## config.mk

```make
export PLATFORM = sky130hd
export DESIGN_NAME = inv_shift_rows_stage
export DESIGN_NICKNAME = d
export VERILOG_FILES = /design/src/rtl/inv_shift_rows_stage.sv
export SDC_FILE = /design/constraint.sdc
export NUM_CORES = 1
export LEC_CHECK = 0
export BUFFER_PORTS_ARGS = -buffer_cell sky130_fd_sc_hd__buf_2
export CAP_MARGIN = 25
export CORE_MARGIN = 2
export CORE_UTILIZATION = 59
export DETAILED_ROUTE_END_ITERATION = 7
export PLACE_DENSITY = 0.83
export SETUP_SLACK_MARGIN = 0.02
export SKIP_LAST_GASP = 1
export SLEW_MARGIN = 20
export SYNTH_ARGS = -nofsm -noshare
export SYNTH_HDL_FRONTEND = slang
export SYNTH_SLANG_ARGS = --single-unit
```

## constraint.sdc

```tcl
create_clock -name clk -period 14.25 [get_ports clk]
set_input_delay 0.7125 -clock clk [delete_from_list [all_inputs] [get_ports clk]]
set_output_delay 0.7125 -clock clk [all_outputs]
set_load 0.02 [all_outputs]
```

## src/rtl/inv_shift_rows_stage.sv

```systemverilog
// AES InvShiftRows stage. The transform is applied on entry, and results are held in a 2-entry skid FIFO.
// Defining INV_SR_ADD_ROUND_KEY_EN adds a round_key_in port; the stored word is then InvShiftRows(state_in ^ round_key_in).
module inv_shift_rows_stage (
  input  logic         clk,
  input  logic         rst,
  input  logic         in_valid,
  output logic         in_ready,
  input  logic [127:0] state_in,
`ifdef INV_SR_ADD_ROUND_KEY_EN
  input  logic [127:0] round_key_in,
`endif
  input  logic         clear,
  output logic         out_valid,
  input  logic         out_ready,
  output logic [127:0] state_out
);

  // Byte (row r, col c) sits at index 4*c + r, counting from the MSB.
  function automatic logic [127:0] inv_shift_rows(input logic [127:0] s);
    logic [127:0] r;
    r = '0;
    for (int row = 0; row < 4; row++) begin
      for (int col = 0; col < 4; col++) begin
        r[127 - 8*(4*((col + row) % 4) + row) -: 8] = s[127 - 8*(4*col + row) -: 8];
      end
    end
    return r;
  endfunction

  logic [127:0] mem [2];
  logic [1:0]   count, count_next;
  logic         wr_ptr, wr_next;
  logic         rd_ptr, rd_next;
  logic [127:0] head_q, head_next;
  logic [127:0] push_word;
  logic         do_push, do_pop;

`ifdef INV_SR_ADD_ROUND_KEY_EN
  assign push_word = inv_shift_rows(state_in ^ round_key_in);
`else
  assign push_word = inv_shift_rows(state_in);
`endif

  assign in_ready  = (count < 2'd2);
  assign out_valid = (count != 2'd0);
  assign state_out = head_q;

  // The next head word is precomputed so that state_out comes straight from a register.
  always_comb begin
    do_push    = in_valid && in_ready && !clear;
    do_pop     = out_valid && out_ready && !clear;
    count_next = count;
    wr_next    = wr_ptr;
    rd_next    = rd_ptr;
    head_next  = '0;
    if (clear) begin
      count_next = 2'd0;
      wr_next    = 1'b0;
      rd_next    = 1'b0;
    end else begin
      if (do_push) wr_next = ~wr_ptr;
      if (do_pop)  rd_next = ~rd_ptr;
      case ({do_push, do_pop})
        2'b10:   count_next = count + 2'd1;
        2'b01:   count_next = count - 2'd1;
        default: count_next = count;
      endcase
    end
    if (count_next == 2'd0)
      head_next = '0;
    else if (do_push && (wr_ptr == rd_next))
      head_next = push_word;
    else
      head_next = mem[rd_next];
  end

  always_ff @(posedge clk) begin
    if (rst) begin
      count  <= 2'd0;
      wr_ptr <= 1'b0;
      rd_ptr <= 1'b0;
      head_q <= '0;
    end else begin
      count  <= count_next;
      wr_ptr <= wr_next;
      rd_ptr <= rd_next;
      head_q <= head_next;
    end
  end

  // Entry storage is left unreset; count and the pointers decide what is valid.
  always_ff @(posedge clk) begin
    if (do_push) mem[wr_ptr] <= push_word;
  end

endmodule

```

==> impl_metrics.yaml, run 1 <==
cts:
  cts_made_buffers: 39
  clk_pin_slew_ns: 0.06
  cts_tree: "built"
  root_buffer: "clkbuf_16"
  htree_levels: 2
  cts.sinks: 388
  clkLatencyLatePin_ns: 0.51
  cts_buffer_depth: 3
  ctsHoldBuffers: 0
  ctsResizeCount: 0
  cts_setup_buffers: 0
sta:
  setup_viol_count_final: 0
  fmax_mhz: 253
  timing.setup.tns_ns: 0
  slew_headroom_pct: 31.5
  min_period_ns: 3.96
  finClkSkew_ns: 0.0115
  tightest_slew_ns: 1.03
  hold_violations: 0
  finalMaxSlewViolations: 0
  rsz0062_at_grt: "false"
  fin_crit_sh_pct: 27.8
floorplanning:
  die_w_um: 158
  io_pins: 263
  num_rows: 56
  start_util_pct: 59.9
  die_h_um: 158
  coreArea_sq_mm: 0.0233
  die-area_sq_mm: 0.0249
critical_path:
  cp_top_family: "buffers and inverters"
  max_stage_delay_ns: 0.65
  critical_path.slowest_cell: "buf_4"
  cp-start-kind: "flip-flop"
  crit_required_ns: 14.59
  crit_top_cell: "buf_4"
  path_class: "flip-flop to flip-flop"
  worst-path-buf-inv: 4
  cp_cell_sequence: "nor2b_1 -> nand2b_4 -> buf_4 -> buf_16 -> or2_4 -> buf_12 -> buf_4 -> a311oi_1"
  crit_fanout: 63
  arrival_ns: 4.30
  end_kind: "flip-flop"
route:
  ant_nets: 0
  vias: 9434
  avgViaCountPerCell: 5.86
  first_pass_iters: 5
  drt-initial-drc-count: 796
  post-route-drc-count: 0
  wl_per_cell_um: 20.1
  wirelength_um: 32400
yosys:
  ys_types: 26
  synth_area_sq_mm: 0.0140
  syn_avg_cell_area_sq_um: 13.7
  ys_seq_area_share_pct: 73.9
  synth_area_leaders: "edfxtp_1 (55%), dfxtp_1 (19%), nand2_1 (6.9%)"
  synth_warnings: 0
  ys_ff_latch: 388
  yosys.area.top_type: "edfxtp_1"
  synthCells: 1019
  yosys.area.top_type_share_pct: 55.0
  syn-num-nets: 1153
finish:
  finalCoreUtilization_pct: 72.3
  syn2layout_area_growth_pct: 20.7
  final_common_cell: "buf_2"
  final_nets: 1384
  drive_above_1_share_pct: 31.0
  mostFrequentLayoutCells: "buf_2 (262), nand2_1 (256), edfxtp_1 (256)"
worst_hold_path:
  hp-class: "primary input to flip-flop"
power:
  vdd_ir_drop_max_uv: 107
  powerDensity_mw_per_mm2: 146
  p_leak_nw: 6.33
flow_run:
  max_cap_violations: 0
global_route:
  grt_pass1_vias: 9211
  grt_pass1_wl_um: 49100
  grt_remaining_overflow: 0
  antenna_found_initial: 13
  grt_start_max_net_pins: 89
  grt_usage_pct: 25.5
place:
  hpwl_um: 18100
  globalplace.congestion: 0.799
  portBuffers: 262
run_status:
  status: "finished clean"
==> metrics by stage <==
| stage | setup slack, ns | total power [W] | cell area (sq um) | hold WS [ns] | std cells |
|---|---|---|---|---|---|
| after floorplan | 6.96 | 0.00136 | 14000 | 0.513 | 1019 |
| after global placement | 9.67 | 0.00141 | 15400 | 0.522 | 1526 |
| after detailed placement | 9.66 | 0.00141 | 15400 | 0.532 | 1526 |
| after CTS | 9.97 | 0.00247 | 16800 | 0.381 | 1597 |
| after global routing | 10.02 | 0.00253 | 16900 | 0.387 | 1606 |
| final | 10.29 | 0.00246 | 16900 | 0.400 | 1610 |
==> routing by layer <==
layer / share of wire (%) / wire, um / GRT usage [%] / vias to the layer above
li1: - / - / - / 4285
met1: 40 / 12800 / 34.5 / 4606
met2: 48 / 15600 / 40.2 / 451
met3: 8.3 / 2690 / 5.01 / 86
met4: 3.9 / 1270 / 12.2 / 6
met5: 0.10 / 34 / 0 / -
==> report_power, final <==
group	total (W)	switching, W	internal [W]	leakage, nW
sequential	0.00124	0.00000932	0.00124	3.42
clock	0.00106	0.000408	0.000656	0.655
combinational	0.000150	0.000106	0.0000435	2.25
total	0.00246	0.000524	0.00193	6.33
==> final cells by class <==
class,instances,area [sq um]
sequential,388,10300
fill,1572,6460
multi-input combinational,541,3290
timing repair buffer,277,1460
clock buffer,58,1160
tap,319,399
clock inverter,13,204
antenna,11,27.5
inverter,3,11.3
==> state kept, by name (all words and copies together), names as in the netlist <==
signal / flops
state_out: 128
wr_ptr: 1
count: 2
mem: 256
rd_ptr: 1
==> synth_stat cells <==
| cell | number |
|---|---|
| or2_2 | 1 |
| clkbuf_1 | 28 |
| buf_1 | 7 |
| edfxtp_1 | 256 |
| nor2b_1 | 4 |
| inv_1 | 3 |
| nor2_1 | 6 |
| a311oi_1 | 79 |
| ha_1 | 1 |
| o21ai_0 | 1 |
| a311oi_2 | 50 |
| mux2_2 | 1 |
| nor4_1 | 1 |
| buf_2 | 45 |
| or2_1 | 1 |
| mux2i_1 | 1 |
| dfxtp_1 | 132 |
| nand2_1 | 256 |
| xor2_1 | 1 |
| a21oi_1 | 1 |
| xnor2_1 | 4 |
| o21a_1 | 1 |
| nand2b_1 | 1 |
| nor3_1 | 130 |
| buf_4 | 7 |
| o21ai_1 | 1 |
==> path summary, 6_finish.rpt <==
path | startpoint | end | slack [ns] | depth (start not counted)
setup / recovery | count[1] | state_out[109] | 10.29 | 8
hold / removal | state_in[32] | mem[0][64] | 0.40 | 1
setup reg to reg | count[1] | state_out[109] | 10.29 | 8
hold reg to reg | mem[0][77] | state_out[77] | 0.54 | 2
==> cells by family (layout without fill, tap and decap cells) <==
group	after synthesis	in the layout	synth area share, %
buf+inv	90	351	3.01
other cells	0	11	0
xor+xnor	5	5	0.313
fa+ha+maj	1	1	0.0895
compound gates	133	133	10.5
simple gates	400	400	12.0
mux	2	2	0.152
flops	388	388	73.9
Note: power is estimated with default switching activity, not from simulation.
==> run 2, diff against run 1 <==
--- a/config.mk
+++ b/config.mk
@@ -8,9 +8,9 @@
 export BUFFER_PORTS_ARGS = -buffer_cell sky130_fd_sc_hd__buf_2
 export CAP_MARGIN = 25
 export CORE_MARGIN = 2
-export CORE_UTILIZATION = 59
+export CORE_UTILIZATION = 50
 export DETAILED_ROUTE_END_ITERATION = 7
-export PLACE_DENSITY = 0.83
+export PLACE_DENSITY = 0.75
 export SETUP_SLACK_MARGIN = 0.02
 export SKIP_LAST_GASP = 1
 export SLEW_MARGIN = 20
==> constraint.sdc (replaced) <==
create_clock -name clk -period 3.4 [get_ports clk]
set_input_delay 0.17 -clock clk [delete_from_list [all_inputs] [get_ports clk]]
set_output_delay 0.17 -clock clk [all_outputs]
set_load 0.02 [all_outputs]
==> impl_metrics.yaml, run 2 (synthesized netlist as in run 1, its figures left out) <==
run_status:
  status: "finished clean"
cts:
  htree_levels: 2
  cts.sinks: 388
  cts_buffer_depth: 3
  ctsResizeCount: 0
  clk_pin_slew_ns: 0.06
  cts_made_buffers: 40
  ctsHoldBuffers: 130
  root_buffer: "clkbuf_16"
  cts_tree: "built"
  clkLatencyLatePin_ns: 0.52
  cts_setup_buffers: 0
sta:
  rsz0062_at_grt: "false"
  tightest_slew_ns: 0.968
  setup_viol_count_final: 0
  slew_headroom_pct: 35.4
  finalMaxSlewViolations: 0
  fmax_mhz: 353
  hold-worst-slack_ns: 0.144
  finClkSkew_ns: 0.0143
  min_period_ns: 2.83
  hold_violations: 0
  timing.setup.tns_ns: 0
  fin_crit_sh_pct: 83.3
finish:
  n_fill_cell: 1902
  drive_above_1_share_pct: 28.6
  multiInputGateArea_sq_mm: 0.00329
  mostFrequentLayoutCells: "buf_2 (262), nand2_1 (256), edfxtp_1 (256)"
  syn2layout_area_growth_pct: 32.1
  largest_reg_flops: 256
  seq_area_sq_mm: 0.0103
  final_common_cell: "buf_2"
  final_cells: 1801
  largest-register: "mem"
  finalInstanceArea_sq_mm: 0.0185
  final_nets: 1523
critical_path:
  end_kind: "flip-flop"
  r2r-end: "state_out[6]"
  rr_worst_depth: 6
  arrival_ns: 3.25
  cp-start-kind: "flip-flop"
  path_class: "flip-flop to flip-flop"
  crit_fanout: 77
  r2r-start: "count[1]"
  rrSetupSlack_ns: 0.57
  crit_required_ns: 3.82
global_route:
  grtUsageMet2_pct: 39.6
  grt_usage_pct: 23.5
  grt_pass1_wl_um: 53900
  antenna_found_initial: 2
  grt_start_max_net_pins: 129
  grtUsageMet1_pct: 29.3
  globalRouteMet3Util_pct: 5.59
  grt_pass1_vias: 10070
  grt-busiest-layer: "met2"
  grt_remaining_overflow: 0
worst_hold_path:
  hold_end: "wr_ptr"
  hp-start: "in_valid"
  hp-class: "primary input to flip-flop"
  holdPathStages: 4
place:
  placed_cell_area_sq_mm: 0.0157
  portBuffers: 262
  hpwl_um: 18700
  dp.cells: 1595
  globalplace.congestion: 0.824
route:
  post-route-drc-count: 0
  ant_nets: 0
  avgViaCountPerCell: 5.54
  wirelength_um: 35400
  wl_per_cell_um: 19.6
  first_pass_iters: 5
  drt-initial-drc-count: 770
  vias: 9986
floorplanning:
  start_util_pct: 50.6
  die_h_um: 171
  num_rows: 61
  die-area_sq_mm: 0.0293
  coreArea_sq_mm: 0.0276
  io_pins: 263
  die_w_um: 171
flow_run:
  max_cap_violations: 0
power:
  p_sw_share_pct: 21.6
  p_sw_w: 0.00229
  power.internal_w: 0.00832
  vdd_ir_drop_max_uv: 443
  p_leak_nw: 6.97
  seqPwrFrac_pct: 49.1
  pwr-share-comb_pct: 7.4
  p_clk_share_pct: 43.5
  powerDensity_mw_per_mm2: 575
## run 2: cell types whose count changed in the layout (fill, tap and decap cells not counted), sizes merged
cell / delta
inv: +3
dlygate4sd3: +130
bufinv: +2
clkbuf: -5
clkinvlp: -1
buf: +8
clkinv: +4
diode: -9
## run 2: final cells by class
type	count	share of cell area, %
flip-flops and latches	388	56.0
multi-input cells	541	17.8
repair buffers	415	15.9
clock buffers	53	6.02
well taps	378	2.56
clock inverters	21	1.63
inverters	3	0.0610
diodes	2	0.0271
## run 2: worst max path at each step
stage / startpoint / end
2_1_floorplan: count[1] / mem[0][0]
3_3_place_gp: count[1] / state_out[8]
3_5_place_dp: count[1] / state_out[49]
4_1_cts: count[1] / state_out[49]
5_1_grt: count[1] / state_out[12]
6_report: count[1] / state_out[6]
## run 2: power by group through the flow
stage                     logic [W]  clock network, W  registers (W)
final                      0.000783           0.00461        0.00521
after floorplan            0.000298                 0        0.00538
after CTS                  0.000774           0.00468        0.00521
after detailed placement   0.000651                 0        0.00531
after global placement     0.000633                 0        0.00531
after global routing       0.000838           0.00488        0.00522
## run 2: metal layers
layer	vias to the layer above	part of all wire (%)
met5	-	0
met4	0	3.9
met3	96	6.8
met2	407	49
met1	4922	40
li1	4561	-
## run 2: worst max-delay path, cell delays in order (launching register included)
cell and delay [ns]:
dfxtp_1 0.51, nor2b_1 0.16, nand2b_4 0.10, buf_4 0.57, buf_4 0.87, nor3_1 0.17, a311oi_2 0.30
## run 2: through the flow
step | util, % | power (W) | worst slack, ns
2_1_floorplan | - | 0.00567 | -1.38
3_3_place_gp | 56.9 | 0.00594 | 0.724
3_5_place_dp | 57.0 | 0.00596 | 0.641
4_1_cts | 66.8 | 0.0107 | 0.625
5_1_grt | 66.8 | 0.0109 | 0.421
6_report | 66.8 | 0.0106 | 0.568
==> run 3, diff against run 2 <==
--- a/config.mk
+++ b/config.mk
@@ -8,9 +8,9 @@
 export BUFFER_PORTS_ARGS = -buffer_cell sky130_fd_sc_hd__buf_2
 export CAP_MARGIN = 25
 export CORE_MARGIN = 2
-export CORE_UTILIZATION = 50
+export CORE_UTILIZATION = 55
 export DETAILED_ROUTE_END_ITERATION = 7
-export PLACE_DENSITY = 0.75
+export PLACE_DENSITY = 0.78
 export SETUP_SLACK_MARGIN = 0.02
 export SKIP_LAST_GASP = 1
 export SLEW_MARGIN = 20
==> constraint.sdc (replaced) <==
create_clock -name clk -period 2.7 [get_ports clk]
set_input_delay 0.135 -clock clk [delete_from_list [all_inputs] [get_ports clk]]
set_output_delay 0.135 -clock clk [all_outputs]
set_load 0.02 [all_outputs]
==> impl_metrics.yaml, run 3 (synthesized netlist as in run 1, its figures left out) <==
run_status:
  status: "finished clean"
floorplanning:
  start_util_pct: 55.8
  num_rows: 58
  die_h_um: 163
  coreArea_sq_mm: 0.0250
  io_pins: 263
  die_w_um: 163
  die-area_sq_mm: 0.0267
sta:
  finalMaxSlewViolations: 0
  setup_viol_count_final: 0
  fin_ws_ns: 0.237
  fmax_mhz: 406
  timing.setup.tns_ns: 0
  slew_headroom_pct: 35.3
  rsz0062_at_grt: "false"
  min_period_ns: 2.46
  fin_crit_sh_pct: 91.2
  finClkSkew_ns: 0.00915
  tightest_slew_ns: 0.970
  hold_violations: 0
cts:
  cts.sinks: 388
  htree_levels: 2
  cts_tree: "built"
  cts_buffer_depth: 3
  cts_made_buffers: 40
  clk_pin_slew_ns: 0.06
  cts_setup_buffers: 0
  clkLatencyLatePin_ns: 0.51
  root_buffer: "clkbuf_16"
worst_hold_path:
  holdPathStages: 4
  hold_end: "wr_ptr"
  hp-start: "in_valid"
  hp-class: "primary input to flip-flop"
critical_path:
  crit_fanout: 41
  rr_worst_depth: 8
  worst-path-buf-inv: 1
  r2r-start: "count[1]"
  cp_top_family: "compound AO/OA/AOI/OAI gates"
  critical_path.slowest_cell: "dfxtp_2"
  crit_required_ns: 3.08
  end_kind: "flip-flop"
  path_class: "flip-flop to flip-flop"
  arrival_ns: 2.85
  r2r-end: "state_out[81]"
  max_stage_delay_ns: 0.39
  cp_cell_sequence: "nor2b_4 -> nand2b_4 -> ha_1 -> nor2b_1 -> a311oi_2 -> o21ai_4 -> buf_12 -> a311oi_1"
  rrSetupSlack_ns: 0.24
  cp-start-kind: "flip-flop"
power:
  vdd_ir_drop_max_uv: 575
  p_leak_nw: 6.89
  powerDensity_mw_per_mm2: 701
route:
  drt-initial-drc-count: 814
  avgViaCountPerCell: 5.65
  ant_nets: 0
  vias: 9875
  first_pass_iters: 5
  post-route-drc-count: 0
  wl_per_cell_um: 19.9
  wirelength_um: 34900
finish:
  mostFrequentLayoutCells: "buf_2 (262), nand2_1 (256), edfxtp_1 (256)"
  final_nets: 1518
  final_common_cell: "buf_2"
  largest-register: "mem"
  finalInstanceArea_sq_mm: 0.0182
  largest_reg_flops: 256
  drive_above_1_share_pct: 28.1
  syn2layout_area_growth_pct: 30.5
global_route:
  grt_pass1_wl_um: 53100
  grt-busiest-layer: "met2"
  antenna_found_initial: 4
  grt_remaining_overflow: 0
  grt_start_max_net_pins: 113
  grt_usage_pct: 25.5
  globalRouteMet3Util_pct: 4.47
  grtUsageMet2_pct: 43.8
  grtUsageMet1_pct: 32.5
  grt_pass1_vias: 9992
place:
  hpwl_um: 18200
  placed_cell_area_sq_mm: 0.0157
  portBuffers: 262
  globalplace.congestion: 0.780
  dp_slack_ns: 0.165
flow_run:
  max_cap_violations: 0
run 3: changes by cell type in the layout (fill, tap and decap cells not counted), moves of 2 or more:
cell / delta
clkbuf_1: +4
buf_4: -6
diode_2: +2
clkinv_2: +3
inv_6: -3
buf_12: +2
bufinv_16: -6
run 3: how the worst max path moves through the flow:
stage          slack [ns]  depth (start not counted)       endpoint  startpoint
5_1_grt              0.09                          8  state_out[10]    count[1]
2_1_floorplan       -0.49                          6      mem[0][0]    count[1]
6_report             0.24                          8  state_out[81]    count[1]
3_3_place_gp         0.31                          8  state_out[19]    count[1]
4_1_cts              0.15                          8  state_out[21]    count[1]
3_5_place_dp         0.16                          8  state_out[20]    count[1]
run 3: metal layers:
metal	routed length, um	share of wire [%]	vias up
met1	13800	40	4785
li1	-	-	4549
met4	1300	3.7	0
met3	2410	6.9	96
met5	0	0	-
met2	17400	50	445
run 3: worst register-to-register path: cells and delay by family (launching register included):
kind            cells  cell delay (ns)
simple gates        3             0.48
buf+inv             1             0.20
flops               1             0.39
compound gates      3             0.87
fa+ha+maj           1             0.39
run 3: layout make-up:
cell class	instances	area, sq um
sequential	388	10300
multi-input combinational	541	3300
inverter	3	11.3
clock inverter	13	93.8
timing repair buffer	410	2910
antenna	4	10.0
clock buffer	59	1160
tap	330	413
fill	1563	6800
run 3: through the flow:
| stage | power, W | std cells | hold slack [ns] | util (%) |
|---|---|---|---|---|
| finish | 0.0128 | 1748 | 0.0893 | 72.8 |
| detailed placement | 0.00750 | 1542 | 0.341 | 62.5 |
| global placement | 0.00747 | 1542 | 0.337 | 62.5 |
| floorplan | 0.00714 | 1019 | 0.207 | - |
| global route | 0.0132 | 1748 | 0.129 | 72.8 |
| CTS | 0.0128 | 1744 | 0.0791 | 72.8 |
run 3: power breakdown:
group / switching (W) / internal, W
logic: 0.000605 / 0.000374
registers: 0.0000473 / 0.00652
clock network: 0.00214 / 0.00309
run 3: what timing repair did:
action / CTS / global route
gates resized for setup: 0 / 2
hold buffers: 130 / 0
endpoints found under the setup margin: 0 / 23
endpoints found under the hold margin: 260 / 0
